<file path="src/rtl/lsu_pkg.sv">
// Shared types and lane helpers for the load/store sequencer.
package lsu_pkg;

    typedef enum logic [1:0] {
        SZ_BYTE = 2'b00,
        SZ_HALF = 2'b01,
        SZ_WORD = 2'b10,
        SZ_ILL  = 2'b11
    } size_t;

    typedef enum logic [2:0] {
        IDLE,
        RD,
        CAP,
        WR,
        RESP
    } state_t;

    localparam logic [31:0] MASK_BYTE = 32'h0000_00FF;
    localparam logic [31:0] MASK_HALF = 32'h0000_FFFF;
    localparam logic [31:0] MASK_WORD = 32'hFFFF_FFFF;

    function automatic logic [31:0] lane_mask(size_t sz);
        case (sz)
            SZ_BYTE: return MASK_BYTE;
            SZ_HALF: return MASK_HALF;
            default: return MASK_WORD;
        endcase
    endfunction

endpackage

</file>
<file path="src/rtl/lsu_ctrl_if.sv">
// Core request/response and data-memory bus of the load/store sequencer.
interface lsu_ctrl_if #(
    parameter int ADDR_W = 32
);
    logic              req_valid;
    logic              req_ready;
    logic              req_write;
    logic [1:0]        req_size;
    logic              req_unsigned;
    logic [ADDR_W-1:0] req_addr;
    logic [31:0]       req_wdata;
    logic              resp_valid;
    logic [31:0]       resp_rdata;
    logic              resp_error;
    logic [ADDR_W-1:0] mem_address;
    logic [31:0]       mem_write_data;
    logic              mem_write_enable;
    logic              mem_read_enable;
    logic [31:0]       mem_read_data;

    modport slave (
        input  req_valid, req_write, req_size, req_unsigned,
        input  req_addr, req_wdata, mem_read_data,
        output req_ready, resp_valid, resp_rdata, resp_error,
        output mem_address, mem_write_data,
        output mem_write_enable, mem_read_enable
    );

    modport master (
        output req_valid, req_write, req_size, req_unsigned,
        output req_addr, req_wdata, mem_read_data,
        input  req_ready, resp_valid, resp_rdata, resp_error,
        input  mem_address, mem_write_data,
        input  mem_write_enable, mem_read_enable
    );

endinterface

</file>
<file path="src/rtl/lsu_align.sv">
// Little-endian lane extract/extend for loads and lane merge for stores.
module lsu_align
    import lsu_pkg::*;
(
    input  size_t       i_size,
    input  logic [1:0]  i_lane,
    input  logic        i_unsigned,
    input  logic [31:0] i_old,
    input  logic [31:0] i_new,
    output logic [31:0] o_load,
    output logic [31:0] o_merge
);

    logic [4:0]  w_shamt;
    logic [31:0] w_shift;
    logic [31:0] w_mask;
    logic        w_sext;

    assign w_shamt = {i_lane, 3'b000};
    assign w_shift = i_old >> w_shamt;
    assign w_mask  = lane_mask(i_size) << w_shamt;
    assign o_merge = (i_old & ~w_mask) | ((i_new << w_shamt) & w_mask);

    always_comb begin
        o_load = w_shift;
        w_sext = 1'b0;
        case (i_size)
            SZ_BYTE: begin
                w_sext = ~i_unsigned & w_shift[7];
                o_load = {{24{w_sext}}, w_shift[7:0]};
            end
            SZ_HALF: begin
                w_sext = ~i_unsigned & w_shift[15];
                o_load = {{16{w_sext}}, w_shift[15:0]};
            end
            default: o_load = w_shift;
        endcase
    end

endmodule

</file>
<file path="src/rtl/lsu_ctrl.sv">
// Load/store sequencer: validates requests, drives registered memory
// enable pulses, performs sub-word read-modify-write and load extension.
module lsu_ctrl
    import lsu_pkg::*;
#(
    parameter int DEPTH  = 1024,
    parameter int ADDR_W = 32
) (
    input logic       clk,
    input logic       reset,
    lsu_ctrl_if.slave bus
);

    state_t            r_state;
    state_t            w_next;
    logic              r_ready;
    logic              r_rd_en;
    logic              r_wr_en;
    logic              r_resp_valid;
    logic              r_resp_error;
    logic [31:0]       r_resp_rdata;
    logic [31:0]       r_mem_wdata;
    logic [ADDR_W-1:0] r_mem_addr;
    logic              r_write;
    logic              r_unsigned;
    size_t             r_size;
    logic [1:0]        r_lane;
    logic [31:0]       r_wdata;
    size_t             w_size;
    logic [ADDR_W-1:0] w_idx;
    logic              w_accept;
    logic              w_err;
    logic [31:0]       w_load;
    logic [31:0]       w_merge;

    assign w_size   = size_t'(bus.req_size);
    assign w_idx    = bus.req_addr >> 2;
    assign w_accept = bus.req_valid && r_ready;
    assign w_err    = (w_size == SZ_ILL)
                   || (w_size == SZ_HALF && bus.req_addr[0])
                   || (w_size == SZ_WORD && bus.req_addr[1:0] != 2'b00)
                   || (w_idx >= ADDR_W'(DEPTH));

    lsu_align u_align (
        .i_size     (r_size),
        .i_lane     (r_lane),
        .i_unsigned (r_unsigned),
        .i_old      (bus.mem_read_data),
        .i_new      (r_wdata),
        .o_load     (w_load),
        .o_merge    (w_merge)
    );

    always_ff @(posedge clk) begin
        if (reset) r_state <= IDLE;
        else       r_state <= w_next;
    end

    always_comb begin
        w_next = r_state;
        unique case (r_state)
            IDLE: begin
                if (w_accept) begin
                    if (w_err)                 w_next = RESP;
                    else if (!bus.req_write)   w_next = RD;
                    else if (w_size == SZ_WORD) w_next = WR;
                    else                       w_next = RD;
                end
            end
            RD:      w_next = CAP;
            CAP:     w_next = r_write ? WR : RESP;
            WR:      w_next = RESP;
            RESP:    w_next = IDLE;
            default: w_next = IDLE;
        endcase
    end

    // Handshake and enables are registered from the next state so the
    // memory only ever sees flop outputs.
    always_ff @(posedge clk) begin
        if (reset) begin
            r_ready      <= 1'b1;
            r_rd_en      <= 1'b0;
            r_wr_en      <= 1'b0;
            r_resp_valid <= 1'b0;
            r_resp_error <= 1'b0;
            r_resp_rdata <= '0;
            r_mem_wdata  <= '0;
            r_mem_addr   <= '0;
            r_write      <= 1'b0;
            r_unsigned   <= 1'b0;
            r_size       <= SZ_BYTE;
            r_lane       <= 2'b00;
            r_wdata      <= '0;
        end else begin
            r_ready      <= (w_next == IDLE);
            r_rd_en      <= (w_next == RD);
            r_wr_en      <= (w_next == WR);
            r_resp_valid <= (w_next == RESP);
            if (w_accept) begin
                r_mem_addr <= w_idx;
                r_write    <= bus.req_write;
                r_unsigned <= bus.req_unsigned;
                r_size     <= w_size;
                r_lane     <= bus.req_addr[1:0];
                r_wdata    <= bus.req_wdata;
                if (w_size == SZ_WORD) r_mem_wdata <= bus.req_wdata;
            end
            if (r_state == CAP && r_write) r_mem_wdata <= w_merge;
            if (w_next == RESP) begin
                r_resp_error <= (r_state == IDLE);
                r_resp_rdata <= (r_state == CAP && !r_write) ? w_load : '0;
            end
        end
    end

    assign bus.req_ready        = r_ready;
    assign bus.resp_valid       = r_resp_valid;
    assign bus.resp_rdata       = r_resp_rdata;
    assign bus.resp_error       = r_resp_error;
    assign bus.mem_address      = r_mem_addr;
    assign bus.mem_write_data   = r_mem_wdata;
    assign bus.mem_write_enable = r_wr_en;
    assign bus.mem_read_enable  = r_rd_en;

endmodule

</file>
<file path="src/flat_wrapper.sv">
// flat-port wrapper written by rule: the top's interface ports become plain ports
module lsu_ctrl_flat import lsu_pkg::*;
#(
    parameter int DEPTH  = 1024,
    parameter int ADDR_W = 32
)
  (clk, reset, bus_req_valid, bus_req_write, bus_req_size, bus_req_unsigned, bus_req_addr, bus_req_wdata, bus_mem_read_data, bus_req_ready, bus_resp_valid, bus_resp_rdata, bus_resp_error, bus_mem_address, bus_mem_write_data, bus_mem_write_enable, bus_mem_read_enable);
  lsu_ctrl_if #(.ADDR_W(ADDR_W)) bus_i ();
  input logic clk;
  input logic reset;
  input wire logic [$bits(bus_i.req_valid)-1:0] bus_req_valid;
  input wire logic [$bits(bus_i.req_write)-1:0] bus_req_write;
  input wire logic [$bits(bus_i.req_size)-1:0] bus_req_size;
  input wire logic [$bits(bus_i.req_unsigned)-1:0] bus_req_unsigned;
  input wire logic [$bits(bus_i.req_addr)-1:0] bus_req_addr;
  input wire logic [$bits(bus_i.req_wdata)-1:0] bus_req_wdata;
  input wire logic [$bits(bus_i.mem_read_data)-1:0] bus_mem_read_data;
  output wire logic [$bits(bus_i.req_ready)-1:0] bus_req_ready;
  output wire logic [$bits(bus_i.resp_valid)-1:0] bus_resp_valid;
  output wire logic [$bits(bus_i.resp_rdata)-1:0] bus_resp_rdata;
  output wire logic [$bits(bus_i.resp_error)-1:0] bus_resp_error;
  output wire logic [$bits(bus_i.mem_address)-1:0] bus_mem_address;
  output wire logic [$bits(bus_i.mem_write_data)-1:0] bus_mem_write_data;
  output wire logic [$bits(bus_i.mem_write_enable)-1:0] bus_mem_write_enable;
  output wire logic [$bits(bus_i.mem_read_enable)-1:0] bus_mem_read_enable;
  assign bus_i.req_valid = bus_req_valid;
  assign bus_i.req_write = bus_req_write;
  assign bus_i.req_size = bus_req_size;
  assign bus_i.req_unsigned = bus_req_unsigned;
  assign bus_i.req_addr = bus_req_addr;
  assign bus_i.req_wdata = bus_req_wdata;
  assign bus_i.mem_read_data = bus_mem_read_data;
  assign bus_req_ready = bus_i.req_ready;
  assign bus_resp_valid = bus_i.resp_valid;
  assign bus_resp_rdata = bus_i.resp_rdata;
  assign bus_resp_error = bus_i.resp_error;
  assign bus_mem_address = bus_i.mem_address;
  assign bus_mem_write_data = bus_i.mem_write_data;
  assign bus_mem_write_enable = bus_i.mem_write_enable;
  assign bus_mem_read_enable = bus_i.mem_read_enable;
  lsu_ctrl #(.DEPTH(DEPTH), .ADDR_W(ADDR_W)) u_core (.clk(clk), .reset(reset), .bus(bus_i));
endmodule
</file>
<file path="config.mk">
export PLATFORM = sky130hd
export DESIGN_NAME = lsu_ctrl_flat
export DESIGN_NICKNAME = d
export VERILOG_FILES = /design/src/rtl/lsu_pkg.sv /design/src/rtl/lsu_ctrl_if.sv /design/src/rtl/lsu_align.sv /design/src/rtl/lsu_ctrl.sv /design/src/flat_wrapper.sv
export SDC_FILE = /design/constraint.sdc
export NUM_CORES = 1
export LEC_CHECK = 0
export CAP_MARGIN = 15
export CORE_AREA = 5 5 122 124
export DETAILED_ROUTE_END_ITERATION = 8
export DIE_AREA = 0 0 127 129
export PLACE_DENSITY = 0.84
export SETUP_SLACK_MARGIN = 0.5
export SKIP_CTS_REPAIR_TIMING = 1
export SLEW_MARGIN = 20
export SYNTH_ARGS = -nofsm -noshare
export SYNTH_HDL_FRONTEND = slang
export SYNTH_SLANG_ARGS = --single-unit
export TNS_END_PERCENT = 5
</file>
<file path="constraint.sdc">
create_clock -name clk -period 2.8 [get_ports clk]
set_input_delay 0.56 -clock clk [delete_from_list [all_inputs] [get_ports clk]]
set_output_delay 0.56 -clock clk [all_outputs]
set_load 0.03 [all_outputs]
</file>
Yosys cells after proc, flatten, opt, wreduce, memory -nomap -nowiden
Cells that the tools add are included.
- add/sub/neg operators: 0
- multipliers: 0
- divide/modulo/power cells: 0
- $lt $le $gt $ge: 1
- eq/ne operators: 10
- shifts and indexed selects: 3
- muxes and demuxes: 12
- bitwise logic cells: 7
- reductions and logical operators: 16
- operator list (kind ; number):
    32-bit two-way mux ; 4
    32-bit one-hot mux with 2 select lines ; 2
    32-bit AND ; 2
    32-bit by 5-bit << shifter with 32-bit output ; 2
    32-bit NOT ; 1
    32-bit bitwise OR ; 1
    32-bit by 5-bit right shift with 32-bit output ; 1
    30-bit by 11-bit greater-or-equal comparator with 1-bit output, second input constant ; 1
    3-bit two-way mux ; 4
    3-bit one-hot mux with 4 select lines ; 1
    3-bit by 2-bit == test with 1-bit output, second input constant ; 3
    3-bit by 1-bit == test with 1-bit output, second input constant ; 2
    3-bit logical NOT ; 2
    2-bit nonzero test ; 3
    1-bit logical AND ; 5
    2-bit by 1-bit == test with 1-bit output, second input constant ; 2
    2-bit == test, second input constant ; 2
    3-bit == test, second input constant ; 1
    1-bit logical OR ; 3
    1-bit AND ; 2
    2-bit logical NOT ; 1
    2-bit two-way mux ; 1
    2-bit AND reduction ; 1
    1-bit logical NOT ; 1
    1-bit NOT ; 1
- register bits: 140
- bits in latches: 0
- RAM bits: 0
- ROM bits: 0
- bits of input ports: 103
- output and inout bits: 101
- word-level logic and storage cells: 63
- memories kept: 0

Depth between registers and ports, before layout
- word-level depth: 9
- depth in mapped cells: 7
- depth with buffers taken out: 4

By module
A second synthesis with hierarchy kept.
- cells, all modules: 787
- area total of the unflattened synthesis: 7051.8 µm²
- modules (own cells, without submodules) (module ; times used ; cells an instance ; area each (µm²) ; seq. area each (µm²)):
    lsu_ctrl ; 1 ; 560 ; 5183.7 ; 2802.7
    lsu_align ; 1 ; 227 ; 1868.0 ; 0.0

Worst setup path before layout
OpenSTA, ideal clock, no wires.
- kind: input -> register
- from: input port bus_req_size[0]
- to: register u_core.r_mem_wdata[26], in the netlist u_core.bus.mem_write_data[26]
- library setup time: 0.133 ns
- arrival: 1.629 ns
- required time: 2.667 ns
- slack: 1.039 ns
- cell stages on the path: 6
- path buffers: 2
- cell sequence: and4b_1 > buf_2 > buf_2 > mux2_2 > o21ai_0 > a21oi_1
- word-level cells in the longest chain between the ends: 3
- RTL lines (what ; RTL line ; text):
    start, declared ; flat_wrapper.sv:13 ; input wire logic [$bits(bus_i.req_size)-1:0] bus_req_size;
    2-bit == test ; lsu_ctrl.sv:107 ; if (w_size == SZ_WORD) r_mem_wdata <= bus.req_wdata;
    2-bit nonzero test (no source line) ; -- ;
    2-bit AND reduction (no source line) ; -- ;
    end signal, assigned ; lsu_ctrl.sv:107 ;
    end signal, assigned ; lsu_ctrl.sv:109 ; if (r_state == CAP && r_write) r_mem_wdata <= w_merge;
    end, declared ; lsu_ctrl.sv:22 ; logic [31:0] r_mem_wdata;
Every way passes these cells.
A chain may end at the register's enable or synchronous reset.

Worst setup path in the final report
- from: register u_core.r_state[1]
- to: register u_core.r_resp_rdata[17], in the netlist u_core.bus.resp_rdata[17]
- word-level cells in the longest chain between the ends: 3
- elaborated cells on any way between the ends: 9
- those cells by class: 4 x eq/ne; 3 x mux; 2 x reduce/logical
- RTL lines (what ; RTL line ; text):
    start, declared ; lsu_ctrl.sv:14 ; state_t r_state;
    start signal, assigned ; lsu_ctrl.sv:56 ; else r_state <= w_next;
    3-bit by 2-bit == test with 1-bit output, or another cell as far along ; lsu_ctrl.sv:61 ; unique case (r_state)
    3-bit one-hot mux with 4 select lines or 1-bit logical AND (tied branches) ; lsu_ctrl.sv:61, lsu_ctrl.sv:112 ;
    3-bit == test or 32-bit two-way mux (tied branches) ; lsu_ctrl.sv:110, lsu_ctrl.sv:112 ;
    end signal, assigned ; lsu_ctrl.sv:112 ; r_resp_rdata <= (r_state == CAP && !r_write) ? w_load : '0;
    end, declared ; lsu_ctrl.sv:21 ; logic [31:0] r_resp_rdata;
Several ways; a longest one is shown, not always the timed one.

==> impl_metrics.py <==
metrics = {
    "run_status": {
        "outcome": "completed",
    },
    "worst_setup_path": {
        "endpoint_kind": "flip-flop",
        "r2r_slack_ns": 0.66,
        "cp-start-kind": "flip-flop",
        "path_max_fanout": 12,
        "r2r_end": "u_core.bus.resp_rdata[17]$_SDFFE_PP0N_",
        "r2r_start": "u_core.r_state[1]$_SDFF_PP0_",
        "criticalPathCategory": "flip-flop to flip-flop",
        "cp_slowest_cell": "nor4_4",
        "ff2ff_path_depth": 4,
        "critPathMaxStageDelay_ns": 0.60,
        "worstPathArrival_ns": 2.48,
        "crit_start": "u_core.r_state[1]$_SDFF_PP0_",
        "worstPathRequired_ns": 3.14,
        "crit_buf_inv": 0,
        "crit_family": "simple AND/OR/NAND/NOR gates",
        "path_depth": 4,
        "cp_cell_sequence": "or3b_4 > nor4_4 > nand3_1 > o211ai_1",
        "cp-endpoint": "u_core.bus.resp_rdata[17]$_SDFFE_PP0N_",
    },
    "timing": {
        "finalHoldViolations": 0,
        "worst_hold_slack_ns": 0.4481,
        "max_freq_mhz": 467.4,
        "setup_viol": 0,
        "post-route-min-period_ns": 2.139,
        "worst_slew_margin_rel": 0.4919,
        "period_share": 0.7641,
        "tns_ns": 0,
        "drv_slew": 0,
        "rsz0062_at_grt": "false",
        "worstMarginPinSlew_ns": 0.7621,
        "finalWorstSetupSlack_ns": 0.6606,
        "fin_skew_ns": 0.007669,
    },
    "yosys": {
        "postSynthAreaPerCell_sq_um": 8.524,
        "ys_types": 55,
        "synth_area_sq_um": 6785,
        "ys_ff_latch": 140,
        "syn_inst": 796,
        "ys_seq_area_frac": 0.4131,
        "synth_edf_count": 0,
        "ys_warn_count": 0,
        "ys.flop_type": "dfxtp_1",
        "synth-async-reset-ratio": 0,
    },
    "finish": {
        "layout-drive-gt1-share": 0.1212,
        "n_fill_cell": 1070,
        "syn2layout_area_growth_pct": 41.10,
        "instances_no_fill": 1162,
        "finish.net_count": 1072,
        "seqCellArea_sq_um": 2804,
        "multi_input_comb_area_sq_um": 3652,
        "n_antenna_cell": 0,
        "final_cell_area_sq_um": 9574,
    },
    "place": {
        "gp_congestion": 0.9324,
        "placed_cell_area_sq_um": 8904,
        "io_buffers": 201,
        "dp.cells": 1130,
        "dp_hpwl_microns": 16130,
        "dp_slack_ns": 0.3725,
    },
    "drt": {
        "drt-initial-drc-count": 624,
        "wirelength_microns": 22570,
        "drc": 0,
        "wl_per_cell_microns": 19.42,
        "viasPerCell": 5.884,
        "postRouteAntennaNets": 0,
        "drt_pass1_iterations": 5,
        "vias": 6837,
    },
    "floorplanning": {
        "num_rows": 43,
        "die_h_microns": 129,
        "io_pins": 204,
        "die_area_sq_um": 16380,
        "core_area_sq_um": 13670,
        "initial_core_util": 0.4965,
        "dieWidth_microns": 127,
    },
    "clocking": {
        "cts_made_buffers": 17,
        "cts.sinks": 140,
        "htreeDepth": 4,
        "cts_tree": "done",
        "cts_root_buf": "clkbuf_16",
        "clk_latency_ns": 0.42,
        "clkSlewWorstSetupHoldPaths_ns": 0.05,
        "clock_path_buffers": 2,
    },
    "min_path": {
        "hold_start": "u_core.bus.resp_rdata[30]$_SDFFE_PP0N_",
        "min_path_type": "flip-flop to flip-flop",
    },
    "pwr": {
        "ir_drop_mv": 0.5060,
        "seqPwrFrac": 0.384,
        "clkPwrFrac": 0.453,
        "net-switching-power_w": 0.001409,
        "power_frac_comb": 0.163,
        "p_int_w": 0.004147,
        "p_leak_nw": 3.430,
        "p_per_area_nw_per_um2": 580.3,
        "switching_share": 0.2536,
    },
    "global_routing": {
        "grt_start_max_net_pins": 64,
        "grt_pass1_vias": 6703,
        "antenna_found_initial": 0,
        "grt_usage": 0.2724,
        "grt_overflow_total": 0,
        "grt_pass1_wl_microns": 35190,
    },
    "job": {
        "drv_cap": 0,
    },
}
==> power groups by stage <==
stage / Clock (W) / Combinational (W) / Sequential [W]
global placement: 0 / 0.000879 / 0.00217
detailed placement: 0 / 0.000889 / 0.00217
finish: 0.00252 / 0.000905 / 0.00213
floorplan: 0 / 0.000419 / 0.00225
global route: 0.00263 / 0.000966 / 0.00214
CTS: 0.00255 / 0.000900 / 0.00213
==> logic make-up (layout without fill, tap and decap cells) <==
kind of cell,Yosys count,in the layout,share of synthesized area
and+or+nand+nor,287,287,0.1901
AOI/OAI and AO/OA,211,211,0.2014
DFF,140,140,0.4131
muxes,82,82,0.1433
buffers and inverters,75,260,0.05163
other,1,2,0.0005527
==> cells in the mapped netlist, types with 2 or more instances <==
| master | number | area share |
|---|---|---|
| nand2_1 | 225 | 0.12 |
| dfxtp_1 | 140 | 0.41 |
| a21oi_1 | 97 | 0.072 |
| mux2i_1 | 42 | 0.062 |
| clkbuf_1 | 34 | 0.019 |
| mux2_2 | 31 | 0.051 |
| buf_2 | 19 | 0.014 |
| o21ai_0 | 19 | 0.014 |
| a221oi_1 | 17 | 0.022 |
| and3_1 | 17 | 0.016 |
| a32oi_1 | 11 | 0.014 |
| nor2_1 | 10 | 0.0055 |
| o21ai_1 | 10 | 0.0074 |
| a311oi_1 | 9 | 0.012 |
| mux4_2 | 9 | 0.030 |
| o22ai_2 | 9 | 0.017 |
| a211oi_1 | 8 | 0.0089 |
| buf_4 | 8 | 0.0089 |
| o211ai_1 | 7 | 0.0077 |
| o22ai_1 | 7 | 0.0065 |
| o2bb2ai_1 | 7 | 0.0090 |
| buf_1 | 6 | 0.0033 |
| inv_1 | 6 | 0.0033 |
| and2_1 | 4 | 0.0037 |
| nor3_1 | 3 | 0.0022 |
| nor4_1 | 3 | 0.0028 |
| a31oi_1 | 2 | 0.0018 |
| buf_6 | 2 | 0.0033 |
| nand2b_1 | 2 | 0.0018 |
| nand4_1 | 2 | 0.0018 |
| nor2b_1 | 2 | 0.0018 |
| nor4_2 | 2 | 0.0037 |
| nor4_4 | 2 | 0.0063 |
| o21a_1 | 2 | 0.0022 |
| or2_1 | 2 | 0.0018 |
==> cell type report <==
class,count,share of cell area
Tap cell,180,0.02352
Inverter,6,0.002352
Timing Repair Buffer,222,0.2300
Multi-Input combinational cell,582,0.3815
Clock buffer,22,0.05057
Sequential cell,140,0.2929
Clock inverter,10,0.01921
==> placed cells by master, fill, tap and decap left out, drive strengths merged, types with 2 or more instances in the layout <==
master	n
dfxtp	140
o21ai	29
mux2	31
nand2	225
nor4	7
a21oi	97
a31oi	2
nor3b	2
a221oi	17
clkinvlp	2
o21a	2
o21ba	2
o211ai	7
clkbuf	22
inv	7
bufinv	5
conb	2
clkinv	2
nand4	2
a311oi	9
a32oi	11
nor2	12
or2	3
o22ai	16
and3	17
and2	4
clkdlybuf4s50	200
a211oi	8
nor2b	2
buf	22
mux2i	42
mux4	9
nand2b	2
o2bb2ai	7
nor3	3
==> worst min-delay path by stage <==
stage,to,cells after the start
final,u_core.bus.resp_rdata[30]$_SDFFE_PP0N_,2
after global placement,u_core.bus.resp_rdata[25]$_SDFFE_PP0N_,2
after global routing,u_core.bus.mem_address[14]$_SDFFE_PP0P_,2
after detailed placement,u_core.bus.resp_rdata[30]$_SDFFE_PP0N_,2
after floorplan,u_core.r_wdata[24]$_SDFFE_PP0P_,2
after CTS,u_core.bus.resp_rdata[30]$_SDFFE_PP0N_,2
==> registers in the layout (all words and copies together) (netlist names) <==
signal,count
u_core.bus.resp_rdata,32
u_core.bus.mem_write_enable,1
u_core.bus.mem_read_enable,1
u_core.bus.mem_address,30
u_core.r_lane,2
u_core.r_state,3
u_core.bus.resp_valid,1
u_core.r_wdata,32
u_core.bus.mem_write_data,32
u_core.r_size,2
u_core.bus.resp_error,1
u_core.r_write,1
u_core.bus.req_ready,1
u_core.r_unsigned,1
==> metrics by stage <==
step / util / power, W
floorplan: - / 0.002665
global placement: 0.6515 / 0.003049
detailed placement: 0.6515 / 0.003062
CTS: 0.7004 / 0.005580
global route: 0.7006 / 0.005740
finish: 0.7006 / 0.005556
==> metal layers <==
metal | track usage | part of all wire
met2 | 0.4412 | 0.47
met3 | 0.1050 | 0.11
met5 | 0 | 0
met1 | 0.3232 | 0.39
met4 | 0.1192 | 0.036
==> worst reg2reg max path: stages, from the launching register on <==
cell and delay, ns:
dfxtp_1 0.43, or3b_4 0.47, nor4_4 0.60, nand3_1 0.38
o211ai_1 0.19
Power figures use the tool's default switching activity.
